===== config.mk =====
export PLATFORM = sky130hd
export DESIGN_NAME = multicycle_controller
export DESIGN_NICKNAME = d
export VERILOG_FILES = /design/src/rtl/riscv_ctrl_pkg.sv /design/src/rtl/alu_decoder.sv /design/src/rtl/multicycle_controller.sv
export SDC_FILE = /design/constraint.sdc
export NUM_CORES = 1
export LEC_CHECK = 0
export BUFFER_PORTS_ARGS = -buffer_cell sky130_fd_sc_hd__buf_2
export CORE_ASPECT_RATIO = 1.2
export CORE_UTILIZATION = 45
export DETAILED_ROUTE_END_ITERATION = 7
export GPL_ROUTABILITY_DRIVEN = 0
export PLACE_DENSITY = 0.8
export SKIP_CTS_REPAIR_TIMING = 1
export SYNTH_ARGS = -nofsm -noshare
export SYNTH_HDL_FRONTEND = slang
export SYNTH_HIERARCHICAL = 1
export SYNTH_SLANG_ARGS = --single-unit

===== constraint.sdc =====
create_clock -name clk -period 1.8 [get_ports clk]
set_input_delay 0 -clock clk [delete_from_list [all_inputs] [get_ports clk]]
set_output_delay 0 -clock clk [all_outputs]
set_load 0.01 [all_outputs]

===== src/rtl/riscv_ctrl_pkg.sv =====
// Shared encodings for the multi-cycle RV32I-subset control path: opcodes,
// FSM states and the datapath select/ALU codes driven by the controller.
package riscv_ctrl_pkg;

    localparam logic [6:0] OP_LW   = 7'b0000011;
    localparam logic [6:0] OP_SW   = 7'b0100011;
    localparam logic [6:0] OP_RT   = 7'b0110011;
    localparam logic [6:0] OP_BT   = 7'b1100011;
    localparam logic [6:0] OP_IT   = 7'b0010011;
    localparam logic [6:0] OP_JALR = 7'b1100111;
    localparam logic [6:0] OP_JAL  = 7'b1101111;
    localparam logic [6:0] OP_LUI  = 7'b0110111;

    typedef enum logic [3:0] {
        S_FETCH, S_DECODE, S_MEMADR, S_MEMREAD, S_MEMWB, S_MEMWRITE,
        S_EXECR, S_EXECI, S_ALUWB, S_BRANCH, S_JAL, S_JALR, S_JALRPC,
        S_LUI, S_HALT
    } state_t;

    localparam logic [2:0] ALU_ADD   = 3'b000;
    localparam logic [2:0] ALU_SUB   = 3'b001;
    localparam logic [2:0] ALU_AND   = 3'b010;
    localparam logic [2:0] ALU_OR    = 3'b011;
    localparam logic [2:0] ALU_PASSB = 3'b100;
    localparam logic [2:0] ALU_SLT   = 3'b101;

    // Coarse ALU request from the FSM; FUNC defers to func3/func7.
    localparam logic [1:0] ALUOP_ADD   = 2'b00;
    localparam logic [1:0] ALUOP_SUB   = 2'b01;
    localparam logic [1:0] ALUOP_FUNC  = 2'b10;
    localparam logic [1:0] ALUOP_PASSB = 2'b11;

    localparam logic [2:0] IMM_I = 3'b000;
    localparam logic [2:0] IMM_S = 3'b001;
    localparam logic [2:0] IMM_B = 3'b010;
    localparam logic [2:0] IMM_J = 3'b011;
    localparam logic [2:0] IMM_U = 3'b100;

    localparam logic [1:0] RES_ALUOUT  = 2'b00;
    localparam logic [1:0] RES_MEMDATA = 2'b01;
    localparam logic [1:0] RES_ALU     = 2'b10;

    localparam logic [1:0] SRCA_PC    = 2'b00;
    localparam logic [1:0] SRCA_OLDPC = 2'b01;
    localparam logic [1:0] SRCA_RS1   = 2'b10;

    localparam logic [1:0] SRCB_RS2  = 2'b00;
    localparam logic [1:0] SRCB_IMM  = 2'b01;
    localparam logic [1:0] SRCB_FOUR = 2'b10;

    function automatic logic [2:0] imm_src_for(input logic [6:0] op);
        case (op)
            OP_SW:   return IMM_S;
            OP_BT:   return IMM_B;
            OP_JAL:  return IMM_J;
            OP_LUI:  return IMM_U;
            default: return IMM_I;
        endcase
    endfunction

endpackage


===== src/rtl/alu_decoder.sv =====
// Maps the FSM's coarse ALU request plus instruction fields to ALUControl.
module alu_decoder
    import riscv_ctrl_pkg::*;
(
    input  logic [1:0] alu_op,
    input  logic [2:0] func3,
    input  logic [6:0] func7,
    input  logic [6:0] op,
    output logic [2:0] alu_control
);

    logic is_sub;

    // Only register-register instructions may select sub through func7.
    assign is_sub = (op == OP_RT) && (func7 == 7'b0100000);

    always_comb begin
        alu_control = ALU_ADD;
        case (alu_op)
            ALUOP_ADD:   alu_control = ALU_ADD;
            ALUOP_SUB:   alu_control = ALU_SUB;
            ALUOP_PASSB: alu_control = ALU_PASSB;
            default: begin
                case (func3)
                    3'b000:  alu_control = is_sub ? ALU_SUB : ALU_ADD;
                    3'b111:  alu_control = ALU_AND;
                    3'b110:  alu_control = ALU_OR;
                    3'b010:  alu_control = ALU_SLT;
                    default: alu_control = ALU_ADD;
                endcase
            end
        endcase
    end

endmodule


===== src/rtl/multicycle_controller.sv =====
// Multi-cycle sequencer: steps each instruction through fetch/decode/execute/
// memory/writeback, stalling on mem_ready and halting on unknown opcodes.
module multicycle_controller
    import riscv_ctrl_pkg::*;
(
    input  logic       clk,
    input  logic       rst_n,
    input  logic [6:0] op,
    input  logic [2:0] func3,
    input  logic [6:0] func7,
    input  logic       Zero,
    input  logic       mem_ready,
    output logic       PCWrite,
    output logic       AdrSrc,
    output logic       IRWrite,
    output logic       MemWrite,
    output logic       RegWrite,
    output logic [1:0] ResultSrc,
    output logic [1:0] ALUSrcA,
    output logic [1:0] ALUSrcB,
    output logic [2:0] ImmSrc,
    output logic [2:0] ALUControl,
    output logic       done
);

    state_t     state_q, state_d;
    logic [1:0] alu_op;
    logic       branch_taken;

    always_ff @(posedge clk or negedge rst_n) begin
        if (!rst_n) state_q <= S_FETCH;
        else        state_q <= state_d;
    end

    always_comb begin
        state_d = state_q;
        case (state_q)
            S_FETCH:    state_d = mem_ready ? S_DECODE : S_FETCH;
            S_DECODE: begin
                case (op)
                    OP_LW, OP_SW: state_d = S_MEMADR;
                    OP_RT:        state_d = S_EXECR;
                    OP_IT:        state_d = S_EXECI;
                    OP_BT:        state_d = S_BRANCH;
                    OP_JAL:       state_d = S_JAL;
                    OP_JALR:      state_d = S_JALR;
                    OP_LUI:       state_d = S_LUI;
                    default:      state_d = S_HALT;
                endcase
            end
            S_MEMADR:   state_d = (op == OP_SW) ? S_MEMWRITE : S_MEMREAD;
            S_MEMREAD:  state_d = mem_ready ? S_MEMWB : S_MEMREAD;
            S_MEMWB:    state_d = S_FETCH;
            S_MEMWRITE: state_d = mem_ready ? S_FETCH : S_MEMWRITE;
            S_EXECR,
            S_EXECI,
            S_JAL,
            S_JALRPC,
            S_LUI:      state_d = S_ALUWB;
            S_ALUWB,
            S_BRANCH:   state_d = S_FETCH;
            S_JALR:     state_d = S_JALRPC;
            default:    state_d = S_HALT;
        endcase
    end

    assign branch_taken = ((func3 == 3'b000) &&  Zero) ||
                          ((func3 == 3'b001) && !Zero);

    // Moore decode, except the mem_ready gate in FETCH and the branch decision.
    always_comb begin
        PCWrite   = 1'b0;
        AdrSrc    = 1'b0;
        IRWrite   = 1'b0;
        MemWrite  = 1'b0;
        RegWrite  = 1'b0;
        ResultSrc = RES_ALUOUT;
        ALUSrcA   = SRCA_PC;
        ALUSrcB   = SRCB_RS2;
        ImmSrc    = IMM_I;
        alu_op    = ALUOP_ADD;
        done      = 1'b0;
        case (state_q)
            S_FETCH: begin
                ALUSrcB   = SRCB_FOUR;
                ResultSrc = RES_ALU;
                IRWrite   = mem_ready;
                PCWrite   = mem_ready;
            end
            S_DECODE: begin
                ALUSrcA = SRCA_OLDPC;
                ALUSrcB = SRCB_IMM;
                ImmSrc  = imm_src_for(op);
            end
            S_MEMADR: begin
                ALUSrcA = SRCA_RS1;
                ALUSrcB = SRCB_IMM;
                ImmSrc  = imm_src_for(op);
            end
            S_MEMREAD:  AdrSrc = 1'b1;
            S_MEMWB: begin
                ResultSrc = RES_MEMDATA;
                RegWrite  = 1'b1;
            end
            S_MEMWRITE: begin
                AdrSrc   = 1'b1;
                MemWrite = 1'b1;
            end
            S_EXECR: begin
                ALUSrcA = SRCA_RS1;
                alu_op  = ALUOP_FUNC;
            end
            S_EXECI: begin
                ALUSrcA = SRCA_RS1;
                ALUSrcB = SRCB_IMM;
                alu_op  = ALUOP_FUNC;
            end
            S_ALUWB:    RegWrite = 1'b1;
            S_BRANCH: begin
                ALUSrcA = SRCA_RS1;
                alu_op  = ALUOP_SUB;
                PCWrite = branch_taken;
            end
            S_JAL, S_JALRPC: begin
                ALUSrcA = SRCA_OLDPC;
                ALUSrcB = SRCB_FOUR;
                PCWrite = 1'b1;
            end
            S_JALR: begin
                ALUSrcA = SRCA_RS1;
                ALUSrcB = SRCB_IMM;
            end
            S_LUI: begin
                ALUSrcB = SRCB_IMM;
                ImmSrc  = IMM_U;
                alu_op  = ALUOP_PASSB;
            end
            S_HALT:     done = 1'b1;
            default:    done = 1'b1;
        endcase
    end

    alu_decoder u_alu_decoder (
        .alu_op      (alu_op),
        .func3       (func3),
        .func7       (func7),
        .op          (op),
        .alu_control (ALUControl)
    );

endmodule


; ---- After elaboration in Yosys (flattened, before gate mapping)
; Index checks and enable logic that the tools add are counted.
; W data, S select, Z words.
[op_classes]
n_addsub = 0
mul = 0
n_div = 0
n_lt_le_gt_ge = 0
eq_ne = 28
n_shift = 0
muxes = 21
bitwise = 0
reduce_logical = 21
[op_table]
columns = operator, n
row1 = $pmux W4 S8, 1
row2 = $eq A7 B6 Y1 const B, 4
row3 = $pmux W4 S7, 1
row4 = $eq A4 B4 Y1 const B, 6
row5 = $pmux W3 S4, 2
row6 = $eq A7 B7 Y1 const B, 3
row7 = $eq A4 B3 Y1 const B, 4
row8 = $reduce_or A5 Y1, 3
row9 = $reduce_or A14 Y1, 1
row10 = $pmux W2 S2, 3
row11 = $reduce_or A2 Y1, 6
row12 = $mux W3, 3
row13 = $pmux W3 S3, 1
row14 = $reduce_or A3 Y1, 3
row15 = $eq A4 B2 Y1 const B, 2
row16 = $eq A7 B2 Y1 const B, 1
row17 = $eq A7 B5 Y1 const B, 1
row18 = $mux W1, 7
row19 = $eq A3 B3 Y1 const B, 2
row20 = $pmux W2 S3, 1
row21 = $pmux W3 S2, 1
row22 = $eq A4 B1 Y1 const B, 1
row23 = $logic_not A4 Y1, 1
row24 = $eq A3 B1 Y1 const B, 1
row25 = other kinds (9), 11
[word_totals]
register_bits = 4
latch_bits = 0
mem_bits_rw = 0
romBits = 0
output_inout_bits = 18
memories = 0

; ---- Logic depth before layout (Yosys ltp)
[logic_depth]
word_depth = 5
ltp_mapped = 7

; ---- Modules after synthesis
; Netlist, hierarchy kept.
[by_module_without_submodules]
columns = module, instances, cells_per_inst, area_per_inst_um2, seq_area_each_um2
row1 = multicycle_controller, 1, 90, 639.4, 100.1
row2 = alu_decoder, 1, 14, 126.4, 0.0

; ---- Least setup slack after synthesis
; No wires, ideal clock.
[synth_path]
path_kind = reg-to-output
from = reg state_q[1]
to = out ALUControl[0]
t_arrival_ns = 1.575
slack_ns = 0.225
path_stages_with_launch = 8
cell_sequence = dfrtp_1 -> clkbuf_1 -> inv_1 -> nor2_1 -> o21a_1 -> nor2b_1 -> nand3b_1 -> o41ai_2
[synth_between]
elab_chain_len = 5
elab_cells_between_ends = 10
cone_classes = 6 x eq/ne / 2 x mux / 2 x reduce/logical
[synth_lines]
columns = item, line_no
row1 = from (decl), multicycle_controller.sv:26  ; state_t state_q, state_d;
row2 = from (signal assigned), multicycle_controller.sv:32  ; else state_q <= state_d;
row3 = $eq A4 B3 Y1, multicycle_controller.sv:83  ; case (state_q)
row4 = $reduce_or A2 Y1 (no source line), --
row5 = $pmux W2 S3 *, multicycle_controller.sv:83
row6 = via alu_op[1], multicycle_controller.sv:27  ; logic [1:0] alu_op;
row7 = $eq A2 B2 Y1 (tied with other cells), alu_decoder.sv:19  ; case (alu_op)
row8 = $pmux W3 S3 *, alu_decoder.sv:19
row9 = to (decl), multicycle_controller.sv:22  ; output logic [2:0] ALUControl,
; The timed path passes the listed nets; every way through them passes the cells marked *.

; ---- Worst setup path after layout
; Ends and elaborated chain as after synthesis.

==> results.py <==
metrics = {
    "run_status": {
        "status": "completed",
    },
    "route": {
        "route.detailed.drc": 0,
        "first_iter_violations": 15,
        "totalWireLength_um": 2160,
        "final_antenna_net_count": 0,
        "vias_per_cell": 5.64,
        "wl_per_cell_um": 13.1,
        "drtPass1Iterations": 4,
        "num_vias": 931,
    },
    "synthesis": {
        "ys_seq_area_share_pct": 13.1,
        "ys.flop_type": "dfrtp_1",
        "synth_nets": 125,
        "synth.area.top_cells": "dfrtp_1, nand2b_1, nor2_1",
        "yosysTopAreaCell": "dfrtp_1",
        "ys_warn_count": 6,
        "post_synth_inst_count": 104,
        "synthesis.area_um2": 766,
        "syn_area_per_cell_um2": 7.36,
        "ys_types": 45,
        "synth_edf_count": 0,
        "synth-seq-cells": 4,
        "async_flop_share_pct": 100,
        "synth_top_area_share_pct": 13.1,
    },
    "power_and_ir_drop": {
        "power_density_nw_per_um2": 1250,
        "combPwrFrac_pct": 80.2,
        "p_int_mw": 0.689,
        "p_seq_share_pct": 11.3,
        "ir_drop_uv": 822,
        "p_sw_share_pct": 48.5,
        "switchingPower_mw": 0.649,
        "p_clk_share_pct": 8.5,
        "power.leakage_nw": 0.542,
    },
    "floorplanning": {
        "initial_core_util_pct": 50.4,
        "ios": 39,
        "fp.dieW_um": 39.7,
        "core_um2": 1520,
        "rows": 15,
        "chipHeight_um": 47.2,
        "die-area_um2": 1870,
    },
    "place": {
        "placedCellCount": 159,
        "post-dp-hpwl_um": 1660,
        "portBuffers": 38,
    },
    "setup_path": {
        "rr_startpoint": "state_q[1]$_DFF_PN0_",
        "path_cells": "buf_6 -> inv_1 -> nor2_2 -> o21a_1 -> and4bb_2 -> a21oi_2 -> o41ai_2 -> buf_2",
        "crit_path_top_delay_cell": "dfrtp_1",
        "startpoint": "state_q[1]$_DFF_PN0_",
        "critical_path.max_stage_delay_ns": 0.39,
        "cp.arrival_ns": 1.72,
        "rr_worst_depth": 5,
        "start_kind": "flop",
        "crit-reg2reg-capture": "state_q[2]$_DFF_PN0_",
        "path_max_fanout": 5,
        "crit_required_ns": 1.80,
        "path_class": "reg -> out",
        "endpoint_kind": "output pin",
        "ff2ff_setup_slack_ns": 0.31,
    },
    "cts": {
        "clk_latency_ns": 0.24,
        "cts_root_buf": "clkbuf_4",
        "cts_tree": "yes",
        "cts_buffers": 3,
        "clock_path_buffers": 2,
        "htree_levels": 1,
        "clkTransAtPathRegs_ns": 0.04,
        "clock-sinks": 4,
    },
    "layout": {
        "final_util_pct": 70.1,
        "largest-register": "state_q",
        "diodes": 0,
        "largest_register_ffs": 4,
        "syn2layout_area_growth_pct": 39.2,
        "drive_gt1_share_pct": 42.6,
        "reg.largest.list": "state_q (4)",
        "fin_cells": 165,
        "nets": 171,
    },
    "sta": {
        "max-slew-margin-rel_pct": 62.8,
        "drv_slew": 0,
        "tightest_slew_ns": 0.553,
        "holdWs_ns": 0.0934,
        "fmax_mhz": 580,
        "post-route-period-util_pct": 95.8,
        "skew_ns": 0.00545,
        "hold_violations": 0,
        "grt_setup_unrepaired": "true",
        "post-route-min-period_ns": 1.72,
        "setup_viol_count_final": 0,
    },
    "grt": {
        "grt_antenna_before_repair": 0,
        "overflow": 0,
        "grt_pass1_vias": 801,
        "grt_max_degree": 17,
        "grt_usage_pct": 25.4,
        "grt_pass1_wl_um": 3330,
    },
    "run": {
        "maxCapViolations": 0,
    },
    "hold_path": {
        "timing.hold.worst.class": "in -> async",
    },
}
worst max-delay path by stage:
| stage | end | slack, ns | cells past startpoint |
|---|---|---|---|
| floorplan | ALUControl[0] | 0.23 | 7 |
| global placement | ImmSrc[2] | 0.30 | 5 |
| detailed placement | ImmSrc[2] | 0.28 | 5 |
| CTS | ALUControl[0] | 0.01 | 7 |
| global route | ALUControl[0] | -0.02 | 7 |
| finish | ALUControl[0] | 0.08 | 8 |
kinds of logic after synthesis:
kind of cell | share of synthesized area [%]
compound gates | 26.5
xor+xnor | 5.72
buf+inv | 7.02
flops | 13.1
mux | 4.08
simple gates | 43.6
area by class of cell:
type,count,area [µm²]
timing repair buffer,48,275
multi-input combinational,88,628
fill,142,454
tap,17,21.3
sequential,4,100
clock buffer,3,22.5
inverter,5,18.8
metrics by stage:
step	setup WS [ns]	cell area, µm²	TNS, ns	power, mW
6_report	0.0754	1070	0	1.34
5_1_grt	-0.0155	1070	-0.0155	1.44
4_1_cts	0.0104	1020	0	1.27
3_5_place_dp	0.283	995	0	1.15
3_3_place_gp	0.299	995	0	1.12
2_1_floorplan	0.225	766	0	0.817
worst max-delay path: cells and delay by family (launching register included):
| kind | cells | cell delay, ns |
|---|---|---|
| compound gates | 3 | 0.42 |
| flops | 1 | 0.39 |
| buf+inv | 3 | 0.37 |
| simple gates | 2 | 0.29 |
cell usage after synthesis, drive strengths merged, types with 2 or more instances:
library cell	count
a211oi	3
a21o	3
a21oi	4
a31oi	4
and2	2
buf	3
clkbuf	4
dfrtp	4
inv	5
mux2i	2
nand2	6
nand2b	7
nand3	3
nand3b	2
nor2	9
nor2b	5
nor3	6
nor3b	2
nor4	2
nor4b	2
o21ai	4
o22ai	2
xnor2	2
xor2	3
layer usage:
metal	wire length, µm	track usage (%)	vias to the layer above
met5	0	0	-
met4	0	4.14	0
met3	110	6.16	0
met2	1100	46.9	31
met1	951	29.4	426
li1	-	-	474
power by group through the flow:
stage          Sequential [mW]  Clock (mW)  Combinational (mW)
6_report                 0.151       0.114                1.07
5_1_grt                  0.154       0.122                1.16
4_1_cts                  0.146       0.117                1.01
3_5_place_dp             0.147           0                1.00
3_3_place_gp             0.144           0               0.979
2_1_floorplan            0.167           0               0.650
layout by cell type, fill, tap and decap left out, types with 2 or more instances in the layout:
cell type | netlist | layout
xnor2_1 | 2 | 2
clkbuf_4 | 0 | 3
a21oi_1 | 4 | 3
nand3_1 | 3 | 3
nor2_1 | 9 | 8
mux2i_1 | 2 | 2
dfrtp_1 | 4 | 4
nand2b_1 | 7 | 7
nand3b_1 | 2 | 2
buf_2 | 1 | 38
nor3_1 | 6 | 6
a31oi_1 | 4 | 4
inv_1 | 5 | 5
a21o_1 | 3 | 3
nand2_1 | 6 | 6
nor2b_4 | 1 | 2
a211oi_1 | 3 | 3
buf_4 | 0 | 7
nor4_1 | 2 | 2
nor2b_1 | 4 | 2
o21ai_0 | 4 | 4
nor3b_1 | 2 | 2
buf_6 | 1 | 2
xor2_1 | 3 | 3
No activity file was read; power rests on OpenSTA's default activity.
